### config.mk
export PLATFORM = sky130hd
export DESIGN_NAME = watch_timebase
export DESIGN_NICKNAME = d
export VERILOG_FILES = /design/src/rtl/watch_pkg.sv /design/src/rtl/bcd_mod_counter.sv /design/src/rtl/watch_timebase.sv
export SDC_FILE = /design/constraint.sdc
export NUM_CORES = 1
export LEC_CHECK = 0
export CAP_MARGIN = 5
export CORE_MARGIN = 2
export CORE_UTILIZATION = 30
export CTS_BUF_LIST = sky130_fd_sc_hd__clkbuf_4 sky130_fd_sc_hd__clkbuf_8 sky130_fd_sc_hd__clkbuf_16
export DETAILED_ROUTE_END_ITERATION = 16
export DONT_BUFFER_PORTS = 1
export GPL_TIMING_DRIVEN = 0
export HOLD_SLACK_MARGIN = 0.15
export SLEW_MARGIN = 10
export SYNTH_ARGS = -nofsm -noshare
export SYNTH_HDL_FRONTEND = slang
export SYNTH_SLANG_ARGS = --single-unit
### constraint.sdc
create_clock -name CLK100MHZ -period 5 [get_ports CLK100MHZ]
set_clock_uncertainty 0.05 [all_clocks]
set_input_delay 0.75 -clock CLK100MHZ [delete_from_list [all_inputs] [get_ports CLK100MHZ]]
set_output_delay 0.75 -clock CLK100MHZ [all_outputs]
set_load 0.03 [all_outputs]
### src/rtl/watch_pkg.sv
// Shared time-of-day types and constants for the watch timebase, display and alarm stages.
package watch_pkg;

  typedef logic [3:0] bcd_t;

  typedef struct packed {
    bcd_t h10;
    bcd_t h1;
    bcd_t m10;
    bcd_t m1;
    bcd_t s10;
    bcd_t s1;
  } hhmmss_t;

  localparam int unsigned HOURS_MOD  = 24;
  localparam int unsigned MINSEC_MOD = 60;

  // 24h BCD hour to 12h BCD hour; result is {pm, h10, h1}.
  function automatic logic [8:0] to_12h(bcd_t h10, bcd_t h1);
    logic [4:0] hb;
    logic [4:0] v;
    logic [4:0] o;
    logic       pm_f;
    hb = 5'({1'b0, h10} * 5'd10) + {1'b0, h1};
    if (hb == 5'd0) begin
      v    = 5'd12;
      pm_f = 1'b0;
    end else if (hb < 5'd12) begin
      v    = hb;
      pm_f = 1'b0;
    end else if (hb == 5'd12) begin
      v    = 5'd12;
      pm_f = 1'b1;
    end else begin
      v    = hb - 5'd12;
      pm_f = 1'b1;
    end
    o = (v >= 5'd10) ? (v - 5'd10) : v;
    return {pm_f, ((v >= 5'd10) ? 4'd1 : 4'd0), 4'(o)};
  endfunction

endpackage

### src/rtl/bcd_mod_counter.sv
// Two-digit BCD counter modulo MOD with increment, clear and wrap carry.
// nxt_* expose the value the counter takes at the coming edge.
module bcd_mod_counter
  import watch_pkg::*;
#(
  parameter int unsigned MOD = 60
) (
  input  logic       clk,
  input  logic       rst,
  input  logic       inc,
  input  logic       clr,
  output logic [3:0] tens,
  output logic [3:0] ones,
  output logic [3:0] nxt_tens,
  output logic [3:0] nxt_ones,
  output logic       carry
);

  localparam logic [3:0] MAX_T = 4'((MOD - 1) / 10);
  localparam logic [3:0] MAX_O = 4'((MOD - 1) % 10);

  logic at_max;

  // Next-state: clear dominates, then increment with digit and modulo wrap.
  always_comb begin
    at_max   = (tens == MAX_T) && (ones == MAX_O);
    nxt_tens = tens;
    nxt_ones = ones;
    carry    = 1'b0;
    if (clr) begin
      nxt_tens = 4'd0;
      nxt_ones = 4'd0;
    end else if (inc) begin
      if (at_max) begin
        nxt_tens = 4'd0;
        nxt_ones = 4'd0;
        carry    = 1'b1;
      end else if (ones == 4'd9) begin
        nxt_tens = tens + 4'd1;
        nxt_ones = 4'd0;
      end else begin
        nxt_ones = ones + 4'd1;
      end
    end
  end

  // Digit registers with synchronous reset.
  always_ff @(posedge clk) begin
    if (rst) begin
      tens <= 4'd0;
      ones <= 4'd0;
    end else begin
      tens <= nxt_tens;
      ones <= nxt_ones;
    end
  end

endmodule

### src/rtl/watch_timebase.sv
// Time-of-day engine: 1 Hz prescaler, BCD hh:mm:ss, manual set mode and hh:mm alarm pulse.
// Optional build macro WATCH_12H_EN selects 12h hour display with pm flag.
module watch_timebase
  import watch_pkg::*;
#(
  parameter int unsigned TICK_DIV = 100_000_000
) (
  input  logic        CLK100MHZ,
  input  logic        BTNC,
  input  logic        set_mode,
  input  logic        inc_min,
  input  logic        inc_hour,
  input  logic        alarm_en,
  input  logic [15:0] alarm_bcd,
  output logic [23:0] time_bcd,
  output logic        sec_tick,
  output logic        alarm_hit,
  output logic        pm
);

  localparam int unsigned PRESC_W = $clog2(TICK_DIV);
  localparam logic [PRESC_W-1:0] PRESC_MAX = PRESC_W'(TICK_DIV - 1);

  logic [PRESC_W-1:0] presc;
  logic               set_q;
  logic               sec_tick_q;
  logic               alarm_q;

  logic tick;
  logic set_exit;
  logic sec_carry, min_carry, hr_carry;
  logic min_inc, hr_inc;

  hhmmss_t cur;
  hhmmss_t nxt;

  assign tick     = !set_mode && (presc == PRESC_MAX);
  assign set_exit = set_q && !set_mode;
  // In set mode carries are ignored so minute edits never touch hours.
  assign min_inc  = set_mode ? inc_min  : sec_carry;
  assign hr_inc   = set_mode ? inc_hour : min_carry;

  bcd_mod_counter #(.MOD(MINSEC_MOD)) u_sec (
    .clk      (CLK100MHZ),
    .rst      (BTNC),
    .inc      (tick),
    .clr      (set_exit),
    .tens     (cur.s10),
    .ones     (cur.s1),
    .nxt_tens (nxt.s10),
    .nxt_ones (nxt.s1),
    .carry    (sec_carry)
  );

  bcd_mod_counter #(.MOD(MINSEC_MOD)) u_min (
    .clk      (CLK100MHZ),
    .rst      (BTNC),
    .inc      (min_inc),
    .clr      (1'b0),
    .tens     (cur.m10),
    .ones     (cur.m1),
    .nxt_tens (nxt.m10),
    .nxt_ones (nxt.m1),
    .carry    (min_carry)
  );

  bcd_mod_counter #(.MOD(HOURS_MOD)) u_hour (
    .clk      (CLK100MHZ),
    .rst      (BTNC),
    .inc      (hr_inc),
    .clr      (1'b0),
    .tens     (cur.h10),
    .ones     (cur.h1),
    .nxt_tens (nxt.h10),
    .nxt_ones (nxt.h1),
    .carry    (hr_carry)
  );

  // Prescaler held at zero while setting, so the first tick lands TICK_DIV cycles after exit.
  always_ff @(posedge CLK100MHZ) begin
    if (BTNC) begin
      presc <= '0;
    end else if (set_mode || presc == PRESC_MAX) begin
      presc <= '0;
    end else begin
      presc <= presc + PRESC_W'(1);
    end
  end

  // Tick, set-mode history and alarm pulse registers. The alarm compares the post-tick
  // time so the pulse coincides with the update; valid counters never match invalid BCD.
  always_ff @(posedge CLK100MHZ) begin
    if (BTNC) begin
      set_q      <= 1'b0;
      sec_tick_q <= 1'b0;
      alarm_q    <= 1'b0;
    end else begin
      set_q      <= set_mode;
      sec_tick_q <= tick;
      alarm_q    <= tick && alarm_en && ({nxt.h10, nxt.h1, nxt.m10, nxt.m1} == alarm_bcd) &&
                    (nxt.s10 == 4'd0) && (nxt.s1 == 4'd0);
    end
  end

  assign sec_tick  = sec_tick_q;
  assign alarm_hit = alarm_q;

`ifdef WATCH_12H_EN
  logic [8:0] disp_h;

  // Display hours converted from the next 24h value so latency matches the counters.
  always_ff @(posedge CLK100MHZ) begin
    if (BTNC) begin
      disp_h <= to_12h(4'd0, 4'd0);
    end else begin
      disp_h <= to_12h(nxt.h10, nxt.h1);
    end
  end

  assign time_bcd = {disp_h[7:0], cur.m10, cur.m1, cur.s10, cur.s1};
  assign pm       = disp_h[8];
`else
  assign time_bcd = cur;
  assign pm       = 1'b0;
`endif

  logic unused_carry;
  assign unused_carry = hr_carry;

endmodule

==> results.md <==
- Pwr Density: 227 nW/µm²
- Reg-to-Reg End: alarm_hit
- Crit-path max FO: 10
- Slew @ Worst Pin: 692 ps
- Final Critical Period: 3620 ps
- Vias in the first global route: 3302
- Fraction of layout instances using a drive strength above 1: 4.61%
- Number of synthesized register bits: 54
- Compound-gate portion of the synthesized area: 17.2%
- Iteration count of the initial detailed-routing pass: 10
- Wirelength per Cell: 16.6 µm
- Worst EP required: 5160 ps
- Die H: 113 µm
- DRC: 5
- Worst R2R Path Depth: 10
- Min-delay src: presc[0]
- Status: complete, but fails checks
- DR vias: 3324
- Crit-path cells: ha_1 -> and3b_1 -> clkbuf_1 -> and4_2 -> nand4_4 -> a2111oi_0 -> a211oi_1 -> a2111o_1 -> a221o_1 -> nor4_2
- Post-route ant nets: 0
- Layout Utilization: 33.7%
- Final hold violations: 0
- CP startpoint kind: register
- Initial core utilization: 30.9%
- Core region area: 11500 µm²
- Synthesized instance count: 448
- Hold buffers post-CTS: 0
- WP data arrival: 3780 ps
- Worst Hold Class: reg -> reg
- Asr flop ratio synth: 0%
- Final Max Slew Viols: 0
- GP Congestion: 0.875
- Fmax achieved: 276 MHz
- Worst setup path category: reg -> reg
- Post-synthesis xor/xnor area fraction: 9.10%
- Synth cell types: 65
- Mapped cell area: 3560 µm²
- Primary FF master, synth: dfxtp_1
- Area delta synth->final: 9.14%
- Buf+Inv Stages, Crit Path: 1
- Syn Nets: 483
- Die footprint: 12800 µm²
- Post-CTS sizing: 0
- Gr usage total: 15.8%
- # setup viols final: 0
- First-pass GRT wire length: 16.4 mm
- Mux contribution to synthesized area: 2.00%
- DP Wirelength: 7.53 mm
- Worst VDD drop: 135 µV
- Cell Rows: 39
- Synthesized-area fraction occupied by adder cells: 4.57%
- Worst-case clock buffer depth: 2
- Max-Cap Viols: 0
- Rel. slew slack: 53.7%
- Mean number of vias per cell: 5.55
- Die Width: 113 µm
- # clock sinks: 54
- Synth Warn #: 0
- FF-to-FF Start: u_min.tens[0]
- Tcrit/Tclk final: 72.3%
- Slowest CP cell: dfxtp_1
- Failing checks: design-rule violations
- Root Buffer: clkbuf_16
- Largest family of logic cells by synthesized area: simple AND/OR/NAND/NOR gates
- CP top delay family: compound AO/OA/AOI/OAI gates
- Synth Area in Simple Gates: 32.6%
- Number of synthesized flops with an enable pin: 0
- Worst Setup End Kind: register
- Number of buffers created by CTS: 5
- Seq/Total Area, Yosys: 30.4%
- Setup repair bufs after CTS: 0
- Worst-Skew Late Latency: 300 ps
- Initial antenna violation count: 0
- # fillers: 1212
- Total I/O pin count: 49
- TritonCTS clock tree: yes
- Hold endpoint: presc[0]
- Nets: 490
- Initial DRC count: 259
- Syn Area/Cell: 7.95 µm²
- Total Wirelength: 9.94 mm
- Setup_tns: 0 ps
- Worst hold stages: 1
- Largest net degree at the start of global routing: 18
- H-tree depth reported by CTS: 2
- # port buffers: 0
- Reg-to-reg slack, setup: 1380 ps
- Antenna fix cells: 0
- LEAKAGE: 0.00131 µW
- RSZ-0062 raised after global routing: false
- CP max stage delay: 690 ps
- Remaining global-route overflow: 0
- Clock Pin Slew Worst Setup and Hold Paths: 80 ps
## flip-flops by register name, indices dropped and copies added, names as in the netlist
name         cells
u_min.tens       4
presc           27
u_min.ones       4
set_q            1
alarm_hit        1
u_sec.tens       4
u_sec.ones       4
sec_tick         1
u_hour.ones      4
u_hour.tens      4
## layer usage
layer	part of all wire, %	GRT usage, %	wire (µm)	vias to the layer above
met1	46	20.7	4570	1586
met5	0	0	0	-
li1	-	-	-	1653
met2	46	25.4	4540	75
met3	6.8	4.23	672	10
met4	1.6	5.45	157	0
## power by group
part,internal [µW],leakage (µW),switching [µW]
Clock,186,0.0000698,171
Combinational,26.9,0.000799,47.9
Sequential,435,0.000436,15.2
## synth_stat cells, types with 3 or more instances
cell / number / area [µm²]
nand3b_1: 4 / 30.0
and2_1: 6 / 37.5
ha_1: 13 / 163
nand4_1: 16 / 100
nand3_1: 23 / 115
o21ai_0: 12 / 60.1
a21boi_0: 3 / 22.5
and3_1: 6 / 37.5
clkbuf_1: 14 / 52.6
a31oi_1: 7 / 43.8
inv_1: 14 / 52.6
a21oi_1: 20 / 100
nand2b_1: 8 / 50.1
mux2i_1: 6 / 60.1
a2111oi_0: 5 / 43.8
nor2_1: 65 / 244
nor3_1: 13 / 65.1
nand2_1: 30 / 113
dfxtp_1: 54 / 1080
a311oi_1: 3 / 26.3
nor2b_1: 6 / 37.5
xor2_1: 24 / 210
o211a_1: 3 / 30.0
and3b_1: 5 / 43.8
or3_1: 3 / 18.8
a211oi_1: 9 / 67.6
nor4_1: 6 / 37.5
and4_1: 6 / 52.6
xnor2_1: 13 / 114
buf_2: 3 / 15.0
## through the flow
| stage | power, µW | cells | area [µm²] | worst slack, ps | hold slack [ps] |
|---|---|---|---|---|---|
| 2_1_floorplan | 513 | 448 | 3560 | 1930 | 363 |
| 3_3_place_gp | 532 | 591 | 3740 | 1520 | 373 |
| 3_5_place_dp | 533 | 591 | 3740 | 1420 | 384 |
| 4_1_cts | 889 | 599 | 3890 | 1410 | 396 |
| 5_1_grt | 916 | 599 | 3890 | 1230 | 421 |
| 6_report | 881 | 599 | 3890 | 1380 | 397 |
## worst max path at each step
stage                  start         to  depth (start not counted)
6_report       u_min.tens[0]  alarm_hit                         10
5_1_grt        u_min.tens[0]  alarm_hit                         10
4_1_cts        u_min.tens[0]  alarm_hit                         10
3_5_place_dp   u_min.tens[0]  alarm_hit                         10
3_3_place_gp   u_min.tens[0]  alarm_hit                         10
2_1_floorplan  u_min.tens[0]  alarm_hit                         10
## cell families (layout without fill, tap and decap cells)
| kind of cell | after synthesis | count (layout) |
|---|---|---|
| other | 1 | 1 |
| DFF | 54 | 54 |
| and+or+nand+nor | 214 | 214 |
| muxes | 7 | 7 |
| buffers and inverters | 35 | 43 |
| adders and majority gates | 13 | 13 |
| AOI/OAI and AO/OA | 87 | 87 |
| xor gates and xnor gates | 37 | 37 |
## cell type report
cell class / count / area, µm² / share of cell area [%]
Buffer: 21 / 90.1 / 2.32
Clock buffer: 5 / 125 / 3.22
Clock inverter: 3 / 21.3 / 0.547
Inverter: 14 / 52.6 / 1.35
Multi-Input combinational cell: 359 / 2340 / 60.1
Sequential cell: 54 / 1080 / 27.8
Tap cell: 143 / 179 / 4.60
## cells in the final DEF (no fill, tap or decap), types with 3 or more instances in the layout
cell type / netlist / routed
nor2_1: 65 / 65
dfxtp_1: 54 / 54
nand2_1: 30 / 30
xor2_1: 24 / 24
nand3_1: 23 / 23
a21oi_1: 20 / 20
nand4_1: 16 / 16
inv_1: 14 / 14
clkbuf_1: 14 / 14
nor3_1: 13 / 13
xnor2_1: 13 / 13
ha_1: 13 / 13
o21ai_0: 12 / 12
a211oi_1: 9 / 9
nand2b_1: 8 / 8
a31oi_1: 7 / 7
and3_1: 6 / 6
and4_1: 6 / 6
and2_1: 6 / 6
nor2b_1: 6 / 6
nor4_1: 6 / 6
mux2i_1: 6 / 6
and3b_1: 5 / 5
a2111oi_0: 5 / 5
clkbuf_16: 0 / 5
nand3b_1: 4 / 4
buf_2: 3 / 3
o211a_1: 3 / 3
a311oi_1: 3 / 3
or3_1: 3 / 3
a21boi_0: 3 / 3
Note: power is estimated with default switching activity, not from simulation.
